File: config.mk
export PLATFORM = sky130hd
export DESIGN_NAME = ifetch_mem_responder_flat
export DESIGN_NICKNAME = d
export VERILOG_FILES = /design/src/rtl/ifetch_mem_responder_if.sv /design/src/rtl/ifetch_mem_responder.sv /design/src/flat_wrapper.sv
export SDC_FILE = /design/constraint.sdc
export NUM_CORES = 1
export LEC_CHECK = 0
export BUFFER_PORTS_ARGS = -buffer_cell sky130_fd_sc_hd__buf_4
export CORE_AREA = 2 2 87 89
export DETAILED_ROUTE_END_ITERATION = 10
export DIE_AREA = 0 0 89 91
export GPL_ROUTABILITY_DRIVEN = 0
export PLACE_DENSITY = 0.73
export SYNTH_ARGS = -nofsm -noshare
export SYNTH_HDL_FRONTEND = slang
export SYNTH_SLANG_ARGS = --single-unit
File: constraint.sdc
create_clock -name clk -period 1.8 [get_ports clk]
set_clock_uncertainty 0.05 [all_clocks]
set_input_delay 0.36 -clock clk [delete_from_list [all_inputs] [get_ports clk]]
set_output_delay 0.36 -clock clk [all_outputs]
set_load 0.02 [all_outputs]
File: src/rtl/ifetch_mem_responder_if.sv
// Request/response bus between the fetch unit and its memory responder,
// plus the word-read port into the simulated physical memory.
interface ifetch_mem_responder_if #(
  parameter int unsigned ADDR_WIDTH = 32,
  parameter int unsigned DATA_WIDTH = 32
);
  // Handshake: a beat transfers on a rising edge where valid && ready; the
  // sender holds valid and payload stable until that edge, and ready may
  // depend on the receiver's state only. pmem_rd is a single-cycle strobe
  // that reads the word at pmem_addr; pmem_rdata answers in the same cycle.
  logic                  req_valid;
  logic                  req_ready;
  logic [ADDR_WIDTH-1:0] req_addr;
  logic                  rsp_valid;
  logic                  rsp_ready;
  logic [DATA_WIDTH-1:0] rsp_data;
  logic                  rsp_err;
  logic                  pmem_rd;
  logic [ADDR_WIDTH-1:0] pmem_addr;
  logic [DATA_WIDTH-1:0] pmem_rdata;

  modport master (
    output req_valid, req_addr, rsp_ready, pmem_rdata,
    input  req_ready, rsp_valid, rsp_data, rsp_err, pmem_rd, pmem_addr
  );

  modport slave (
    input  req_valid, req_addr, rsp_ready, pmem_rdata,
    output req_ready, rsp_valid, rsp_data, rsp_err, pmem_rd, pmem_addr
  );
endinterface

File: src/rtl/ifetch_mem_responder.sv
// Single-outstanding instruction-fetch memory responder with fixed latency.
// Define IFETCH_RAND_DELAY_EN to add 0..3 LFSR-chosen extra wait cycles.
module ifetch_mem_responder #(
  parameter int unsigned           ADDR_WIDTH = 32,
  parameter int unsigned           DATA_WIDTH = 32,
  parameter int unsigned           LATENCY    = 1,
  parameter logic [ADDR_WIDTH-1:0] MEM_BASE   = 32'h8000_0000,
  parameter logic [ADDR_WIDTH-1:0] MEM_SIZE   = 32'h0800_0000
) (
  input  logic                        clk,
  input  logic                        rst,
  ifetch_mem_responder_if.slave       bus,
  output logic [1:0]                  state_o
);

  typedef enum logic [1:0] {
    S_IDLE = 2'd0,
    S_WAIT = 2'd1,
    S_RESP = 2'd2
  } state_t;

  localparam int unsigned         CNT_W   = 5;
  localparam logic [CNT_W-1:0]    LAT_CNT = CNT_W'(LATENCY);
  // One extra bit keeps MEM_BASE+MEM_SIZE from wrapping at the top of memory.
  localparam logic [ADDR_WIDTH:0] LIMIT   = {1'b0, MEM_BASE} + {1'b0, MEM_SIZE};

  state_t                  state_q, state_d;
  logic [CNT_W-1:0]        cnt_q, cnt_d, load_cnt;
  logic [ADDR_WIDTH-1:0]   addr_q, addr_d, cap_addr;
  logic [DATA_WIDTH-1:0]   data_q, data_d;
  logic                    err_q, err_d;
  logic                    enter_resp;
  logic                    addr_bad;

`ifdef IFETCH_RAND_DELAY_EN
  logic [15:0] lfsr_q;

  always_ff @(posedge clk) begin
    if (rst) begin
      lfsr_q <= 16'hACE1;
    end else begin
      lfsr_q <= {lfsr_q[14:0], lfsr_q[15] ^ lfsr_q[13] ^ lfsr_q[12] ^ lfsr_q[10]};
    end
  end

  assign load_cnt = LAT_CNT + {3'b000, lfsr_q[1:0]};
`else
  assign load_cnt = LAT_CNT;
`endif

  // With zero wait cycles the word is fetched on the accept edge itself,
  // before the address has been latched.
  assign cap_addr = (state_q == S_IDLE) ? bus.req_addr : addr_q;
  assign addr_bad = (cap_addr[1:0] != 2'b00) || (cap_addr < MEM_BASE) ||
                    ({1'b0, cap_addr} >= LIMIT);

  always_comb begin
    state_d    = state_q;
    cnt_d      = cnt_q;
    addr_d     = addr_q;
    data_d     = data_q;
    err_d      = err_q;
    enter_resp = 1'b0;
    unique case (state_q)
      S_IDLE: begin
        if (bus.req_valid) begin
          addr_d = bus.req_addr;
          if (load_cnt == '0) begin
            state_d    = S_RESP;
            enter_resp = 1'b1;
            cnt_d      = '0;
          end else begin
            state_d = S_WAIT;
            cnt_d   = load_cnt;
          end
        end
      end
      S_WAIT: begin
        if (cnt_q == CNT_W'(1)) begin
          state_d    = S_RESP;
          enter_resp = 1'b1;
          cnt_d      = '0;
        end else begin
          cnt_d = cnt_q - CNT_W'(1);
        end
      end
      S_RESP: begin
        if (bus.rsp_ready) begin
          state_d = S_IDLE;
        end
      end
      default: state_d = S_IDLE;
    endcase
    if (enter_resp) begin
      err_d  = addr_bad;
      data_d = addr_bad ? '0 : bus.pmem_rdata;
    end
  end

  always_ff @(posedge clk) begin
    if (rst) begin
      state_q <= S_IDLE;
      cnt_q   <= '0;
      addr_q  <= '0;
      data_q  <= '0;
      err_q   <= 1'b0;
    end else begin
      state_q <= state_d;
      cnt_q   <= cnt_d;
      addr_q  <= addr_d;
      data_q  <= data_d;
      err_q   <= err_d;
    end
  end

  assign bus.req_ready = (state_q == S_IDLE) && !rst;
  assign bus.rsp_valid = (state_q == S_RESP);
  assign bus.rsp_data  = data_q;
  assign bus.rsp_err   = err_q;
  assign bus.pmem_rd   = enter_resp && !addr_bad && !rst;
  assign bus.pmem_addr = cap_addr;
  assign state_o       = state_q;

endmodule

File: src/flat_wrapper.sv
// flat-port wrapper written by rule: the top's interface ports become plain ports
module ifetch_mem_responder_flat 
#(
  parameter int unsigned           ADDR_WIDTH = 32,
  parameter int unsigned           DATA_WIDTH = 32,
  parameter int unsigned           LATENCY    = 1,
  parameter logic [ADDR_WIDTH-1:0] MEM_BASE   = 32'h8000_0000,
  parameter logic [ADDR_WIDTH-1:0] MEM_SIZE   = 32'h0800_0000
)
  (clk, rst, state_o, bus_req_valid, bus_req_addr, bus_rsp_ready, bus_pmem_rdata, bus_req_ready, bus_rsp_valid, bus_rsp_data, bus_rsp_err, bus_pmem_rd, bus_pmem_addr);
  ifetch_mem_responder_if #(.ADDR_WIDTH(ADDR_WIDTH), .DATA_WIDTH(DATA_WIDTH)) bus_i ();
  input  logic clk;
  input  logic rst;
  output logic [1:0] state_o;
  input wire logic [$bits(bus_i.req_valid)-1:0] bus_req_valid;
  input wire logic [$bits(bus_i.req_addr)-1:0] bus_req_addr;
  input wire logic [$bits(bus_i.rsp_ready)-1:0] bus_rsp_ready;
  input wire logic [$bits(bus_i.pmem_rdata)-1:0] bus_pmem_rdata;
  output wire logic [$bits(bus_i.req_ready)-1:0] bus_req_ready;
  output wire logic [$bits(bus_i.rsp_valid)-1:0] bus_rsp_valid;
  output wire logic [$bits(bus_i.rsp_data)-1:0] bus_rsp_data;
  output wire logic [$bits(bus_i.rsp_err)-1:0] bus_rsp_err;
  output wire logic [$bits(bus_i.pmem_rd)-1:0] bus_pmem_rd;
  output wire logic [$bits(bus_i.pmem_addr)-1:0] bus_pmem_addr;
  assign bus_i.req_valid = bus_req_valid;
  assign bus_i.req_addr = bus_req_addr;
  assign bus_i.rsp_ready = bus_rsp_ready;
  assign bus_i.pmem_rdata = bus_pmem_rdata;
  assign bus_req_ready = bus_i.req_ready;
  assign bus_rsp_valid = bus_i.rsp_valid;
  assign bus_rsp_data = bus_i.rsp_data;
  assign bus_rsp_err = bus_i.rsp_err;
  assign bus_pmem_rd = bus_i.pmem_rd;
  assign bus_pmem_addr = bus_i.pmem_addr;
  ifetch_mem_responder #(.ADDR_WIDTH(ADDR_WIDTH), .DATA_WIDTH(DATA_WIDTH), .LATENCY(LATENCY), .MEM_BASE(MEM_BASE), .MEM_SIZE(MEM_SIZE)) u_core (.clk(clk), .rst(rst), .bus(bus_i), .state_o(state_o));
endmodule
==> impl_metrics.py, run 1 <==
metrics = {
    "run_status": {
        "outcome": "finished, violations left",
        "violations": "negative setup slack",
    },
    "sta": {
        "tightest_slew_ns": 0.322,
        "setup_viol": 65,
        "slew_violations": 0,
        "max_freq_ghz": 0.484,
        "fin_ws_ns": -0.267,
        "hold_viol": 0,
        "min_period_ns": 2.07,
        "fin_crit_sh_pct": 115,
        "rsz0062_at_grt": "yes",
        "maxSlewHeadroom_pct": 78.4,
    },
    "power": {
        "peakVddDrop_uv": 500,
        "netSwitchingFraction_pct": 29.3,
        "seqPwrFrac_pct": 43.2,
        "p_int_mw": 2.83,
        "power.share.combinational_pct": 29.3,
        "p_switching_mw": 1.17,
        "p_leak_nw": 2.20,
        "clock_power_share_pct": 27.6,
        "powerDensity_mw_per_mm2": 841,
    },
    "finish": {
        "finalNonFillerCells": 566,
        "fillers": 578,
        "multiInputGateArea_sq_mm": 0.00149,
        "diodes": 0,
        "nets": 532,
        "seq_area_sq_mm": 0.00145,
        "area_growth_pct": 62.5,
        "final_layout_size_suffix_gt1_share_pct": 49.7,
        "final_core_util_pct": 66.7,
    },
    "synthesis": {
        "synth_area_sq_mm": 0.00293,
        "ys_types": 33,
        "synth_nets": 373,
        "syn_inst": 303,
        "ys_seq_area_share_pct": 49.2,
        "ys_ff_latch": 72,
        "syn_area_per_cell_sq_um": 9.67,
        "yosysWarnings": 0,
    },
    "worst_hold_path": {
        "hold_path_class": "in -> reg",
        "hold_path_depth": 2,
    },
    "setup_path": {
        "cp_max_fo": 4,
        "cp-end-kind": "output port",
        "ff2ff_path_depth": 7,
        "cp.required_ns": 1.39,
        "startpoint_type": "flop",
        "arrival_ns": 1.66,
        "critPathKind": "reg -> out",
    },
    "global_routing": {
        "grt_start_max_net_pins": 34,
        "antenna_found_initial": 0,
        "gr-usage-all-layers_pct": 19.3,
        "grt_pass1_wl_mm": 12.5,
        "grt_pass1_vias": 2713,
        "grt.overflow.total": 0,
    },
    "die": {
        "die_y_microns": 91,
        "fp.dieArea_sq_mm": 0.00810,
        "io_pins": 138,
        "start_util_pct": 41.0,
        "fp.dieW_microns": 89,
        "rows": 31,
        "fp.coreArea_sq_mm": 0.00714,
    },
    "drt": {
        "dr.pass1.iters": 4,
        "antenna_left": 0,
        "wl_per_cell_microns": 15.0,
        "wirelength_mm": 8.51,
        "drtIter0Drc": 86,
        "drc": 0,
        "vias": 2853,
        "avgViaCountPerCell": 5.04,
    },
    "clock_tree": {
        "cts_sinks": 72,
        "cts.clk_slew.worst_paths_ns": 0.08,
        "cts.path.max_buffers": 2,
        "cts_tree": "yes",
        "cts_buffers": 9,
        "htreeDepth": 3,
        "clock_latency_ns": 0.33,
        "root_buffer": "clkbuf_8",
    },
    "placed_design": {
        "io_buffers": 137,
        "post-dp-hpwl_mm": 5.65,
        "dp_cells": 540,
    },
    "job": {
        "cap_viol_max_count": 0,
    },
}
==> state kept, by name (all words and copies together), names as in the netlist <==
register,count
u_core.cnt_q,5
u_core.addr_q,32
u_core.bus.rsp_err,1
u_core.state_o,2
u_core.bus.rsp_data,32
==> cell usage in the layout, fill, tap and decap left out, types with 2 or more instances in the layout <==
| master | count |
|---|---|
| buf_4 | 131 |
| nand2_1 | 67 |
| dfxtp_1 | 66 |
| a21oi_1 | 36 |
| a22o_1 | 32 |
| buf_6 | 28 |
| mux2_4 | 25 |
| clkbuf_8 | 10 |
| mux2_2 | 7 |
| nor2_1 | 6 |
| nor3_1 | 5 |
| buf_12 | 5 |
| dfxtp_2 | 5 |
| clkinv_2 | 4 |
| inv_1 | 3 |
| nand2b_1 | 3 |
| clkbuf_16 | 3 |
| nor4b_4 | 2 |
| nand3_1 | 2 |
| nand3b_1 | 2 |
| clkinvlp_4 | 2 |
| buf_8 | 2 |
==> critical path: stages, from the launching register on <==
cell      delay, ns
dfxtp_4        0.37
nor4b_4        0.21
nand3_1        0.20
a211oi_4       0.38
buf_6          0.17
==> layer usage <==
| metal | track usage (%) | part of all wire (%) | up-vias |
|---|---|---|---|
| met5 | 0 | 0 | - |
| met2 | 31.3 | 46 | 132 |
| met3 | 7.64 | 12 | 6 |
| met1 | 23.5 | 41 | 1332 |
| met4 | 5.22 | 0.69 | 0 |
| li1 | - | - | 1383 |
==> layout make-up <==
class | instances | share of cell area, %
Sequential cell | 72 | 30.5
Clock buffer | 10 | 2.89
Tap cell | 99 | 2.60
Multi-Input combinational cell | 206 | 31.4
Inverter | 4 | 0.315
Clock inverter | 6 | 0.736
Timing Repair Buffer | 169 | 31.6
==> logic make-up (layout without fill, tap and decap cells) <==
kind of cell / count (synthesis) / after routing / synth area share (%)
AND/OR/NAND/NOR: 95 / 95 / 15.0
AO/OA/AOI/OAI: 77 / 77 / 18.4
buffers and inverters: 25 / 189 / 4.27
flip-flops: 72 / 72 / 49.2
multiplexers: 32 / 32 / 12.3
adder cells (fa/ha/maj): 2 / 2 / 0.854
==> synth_stat cells <==
cell type  instances  area share [%]
a31o_1             1            0.30
mux2_2            32              12
ha_1               2            0.85
a41oi_1            1            0.30
nand3_1            2            0.34
o22a_1             1            0.30
nor4b_4            1            0.81
a21oi_1           37             6.3
a22o_1            32             9.6
clkbuf_1          10             1.3
o211a_1            1            0.34
nand2_1           67             8.6
buf_1              1            0.13
o21a_1             1            0.26
nor4b_1            2            0.60
nor4b_2            1            0.51
and2_1             1            0.21
o21ai_0            1            0.17
a211oi_4           1            0.68
nand3b_1           2            0.51
nand2b_1           3            0.64
nand2_2            1            0.21
and2b_1            1            0.26
buf_6              3             1.2
dfxtp_1           72              49
and3_1             1            0.21
nor2_2             1            0.21
nor2_1             6            0.77
o21ai_1            1            0.17
nor3_1             5            0.85
nor2b_1            1            0.21
buf_2              7             1.2
inv_1              4            0.51
==> timing repair <==
item                                    4_1_cts  5_1_grt
gates cloned                                  0        3
gates resized for setup                      14       62
pin swaps                                     5       37
buffers inserted                              5        2
endpoints found under the setup margin       64       65
hold buffers                                  0        0
==> per-stage QoR <==
| step | power (mW) | setup WS (ns) | TNS, ns | cell area [sq um] | hold WS, ns |
|---|---|---|---|---|---|
| final | 4.00 | -0.267 | -6.72 | 4760 | 0.196 |
| after global routing | 4.21 | -0.332 | -11.02 | 4760 | 0.181 |
| after CTS | 3.89 | -0.304 | -6.42 | 4430 | 0.174 |
| after detailed placement | 2.74 | -0.179 | -3.67 | 4170 | 0.395 |
| after global placement | 2.73 | -0.177 | -3.31 | 4170 | 0.388 |
| after floorplan | 2.30 | 0.00709 | 0 | 2930 | 0.384 |
==> power by group through the flow <==
| stage | clock network (mW) | registers (mW) | logic, mW |
|---|---|---|---|
| after floorplan | 0 | 1.76 | 0.543 |
| after global placement | 0 | 1.75 | 0.976 |
| after detailed placement | 0 | 1.75 | 0.986 |
| after CTS | 1.14 | 1.72 | 1.03 |
| after global routing | 1.22 | 1.74 | 1.25 |
| final | 1.10 | 1.73 | 1.17 |
==> worst paths after layout <==
path                 startpoint                       to  slack (ns)
max reg2reg   u_core.addr_q[27]  u_core.bus.rsp_data[16]       -0.08
min reg2reg    u_core.addr_q[7]         u_core.addr_q[7]        0.41
max           u_core.addr_q[27]              bus_pmem_rd       -0.27
min          bus_pmem_rdata[10]  u_core.bus.rsp_data[10]        0.20
Note: power is estimated with default switching activity, not from simulation.
==> run 2: changes to the inputs <==
==> constraint.sdc (replaced) <==
create_clock -name clk -period 1.8 [get_ports clk]
set_clock_uncertainty 0.05 [all_clocks]
set_input_delay 0.18 -clock clk [delete_from_list [all_inputs] [get_ports clk]]
set_output_delay 0.18 -clock clk [all_outputs]
set_load 0.02 [all_outputs]
==> run 2 against run 1 <==
  * The flow still finishes with violations (negative setup slack)
  * Design area up 6.3%
  * Sequential cell count unchanged
  * First-iteration DRC count down 4.7%
  * Maximum frequency up 6.9%
  * Combinational power up 11%
  * Utilization up 4.2 points
  * Wire length up 8.9%
==> impl_metrics.py, run 2 (synthesis results as in run 1) <==
metrics = {
    "clock_tree": {
        "cts_tree": "yes",
        "clock_latency_ns": 0.34,
        "root_buffer": "clkbuf_8",
        "cts_buffers": 9,
        "cts.clk_slew.worst_paths_ns": 0.08,
        "cts_sinks": 72,
        "htreeDepth": 3,
        "cts.path.max_buffers": 2,
    },
    "placed_design": {
        "io_buffers": 137,
        "dp_slack_ns": 0.0422,
        "post-dp-hpwl_mm": 5.50,
    },
    "finish": {
        "final_core_util_pct": 70.9,
        "final_layout_size_suffix_gt1_share_pct": 49.0,
        "diodes": 0,
        "nets": 549,
        "layout_commonest_cell": "buf_4",
        "area_growth_pct": 72.7,
        "final_cell_mix": "buf_4 (127), nand2_1 (67), dfxtp_1 (66)",
        "fillers": 520,
    },
    "setup_path": {
        "worstPathCellList": "nor4b_4 > nand3_2 > a211oi_4 > buf_12 > buf_8",
        "cp-end-kind": "output port",
        "critPathKind": "reg -> out",
        "r2r_start": "u_core.addr_q[27]",
        "arrival_ns": 1.70,
        "cp-startpoint": "u_core.addr_q[27]",
        "crit_family": "simple AND/OR/NAND/NOR gates",
        "cp_max_fo": 4,
        "cpPeakStageDelay_ns": 0.35,
        "startpoint_type": "flop",
        "cp.required_ns": 1.57,
        "critical_path.slowest_cell": "dfxtp_2",
        "critPathBufInv": 2,
    },
    "die": {
        "io_pins": 138,
        "fp.dieArea_sq_mm": 0.00810,
        "fp.coreArea_sq_mm": 0.00714,
        "fp.dieW_microns": 89,
        "start_util_pct": 41.0,
        "die_y_microns": 91,
        "rows": 31,
    },
    "sta": {
        "fin_ws_ns": -0.133,
        "hold_viol": 0,
        "setup_viol": 42,
        "holdWs_ns": 0.00907,
        "rsz0062_at_grt": "yes",
        "min_period_ns": 1.93,
        "fin_crit_sh_pct": 107,
        "tightest_slew_ns": 0.310,
        "maxSlewHeadroom_pct": 79.2,
        "slew_violations": 0,
        "max_freq_ghz": 0.517,
    },
    "drt": {
        "drtIter0Drc": 82,
        "drc": 0,
        "avgViaCountPerCell": 5.04,
        "antenna_left": 0,
        "wl_per_cell_microns": 15.9,
        "wirelength_mm": 9.26,
        "vias": 2936,
        "dr.pass1.iters": 4,
    },
    "power": {
        "p_int_mw": 3.25,
        "power.share.combinational_pct": 29.0,
        "peakVddDrop_uv": 610,
        "seqPwrFrac_pct": 38.5,
        "clock_power_share_pct": 32.5,
        "p_leak_nw": 2.35,
        "netSwitchingFraction_pct": 27.6,
        "p_switching_mw": 1.24,
        "powerDensity_mw_per_mm2": 889,
    },
    "global_routing": {
        "grt_start_max_net_pins": 34,
        "grt_pass1_vias": 2798,
        "grt.overflow.total": 0,
        "grt_pass1_wl_mm": 13.4,
        "grt_use_met2_pct": 35.5,
        "use_met1_pct": 25.8,
        "antenna_found_initial": 0,
        "use_met3_pct": 5.91,
        "grt_busiest_layer": "met2",
        "gr-usage-all-layers_pct": 21.1,
    },
    "worst_hold_path": {
        "hp-start": "bus_pmem_rdata[11]",
        "hold_path_class": "in -> reg",
    },
    "run_status": {
        "violations": "negative setup slack",
        "outcome": "finished, violations left",
    },
    "job": {
        "cap_viol_max_count": 0,
    },
}
## run 2: per-layer routing
| metal | vias up | share of wire, % |
|---|---|---|
| met1 | 1382 | 40 |
| li1 | 1417 | - |
| met5 | - | 0 |
| met2 | 123 | 51 |
| met4 | 0 | 1.5 |
| met3 | 14 | 7.5 |
## run 2: cell type report
cell class / instances / area, sq um / area share (%)
tap: 99 / 124 / 2.45
clock buffer: 12 / 155 / 3.07
timing repair buffer: 186 / 1700 / 33.7
sequential: 72 / 1450 / 28.6
inverter: 4 / 15.0 / 0.297
multi-input combinational: 206 / 1530 / 30.3
clock inverter: 4 / 76.3 / 1.51
## run 2: through the flow
step | cell area, sq um | total power, mW | setup TNS, ns | std cells
5_1_grt | 5060 | 4.67 | -5.49 | 583
3_3_place_gp | 4170 | 2.72 | 0 | 537
6_report | 5060 | 4.49 | -1.18 | 583
4_1_cts | 4850 | 4.37 | -1.62 | 577
2_1_floorplan | 2930 | 2.30 | 0 | 303
3_5_place_dp | 4170 | 2.73 | 0 | 537
## run 2: what timing repair did
item | 4_1_cts | 5_1_grt
cloned | 2 | 1
hold buffers | 12 | 2
endpoints found under the hold margin | 12 | 2
pin swaps | 9 | 3
buffers inserted | 10 | 5
resized for setup | 54 | 41
setup endpoints to repair | 26 | 66
## run 2: power groups by stage
| stage | sequential [mW] | combinational, mW | clock (mW) |
|---|---|---|---|
| 2_1_floorplan | 1.76 | 0.543 | 0 |
| 3_3_place_gp | 1.75 | 0.966 | 0 |
| 3_5_place_dp | 1.76 | 0.978 | 0 |
| 4_1_cts | 1.72 | 1.16 | 1.48 |
| 5_1_grt | 1.74 | 1.38 | 1.55 |
| 6_report | 1.73 | 1.30 | 1.46 |
## run 2: path summary, 6_finish.rpt
kind / to / slack (ns) / cells after the start
worst min register to register: u_core.addr_q[13] / 0.41 / 2
worst min-delay path: u_core.bus.rsp_data[11] / 0.009 / 2
worst max-delay path: bus_pmem_rd / -0.13 / 5
worst max register to register: u_core.bus.rsp_data[9] / -0.04 / 7
## run 2: worst reg2reg max path: stages, from the launching register on
cell and delay, ns:
dfxtp_2 0.35, nor4b_4 0.29, nand3_2 0.15, a211oi_4 0.32, buf_12 0.15, buf_4 0.20, buf_12 0.14, a22o_1 0.13
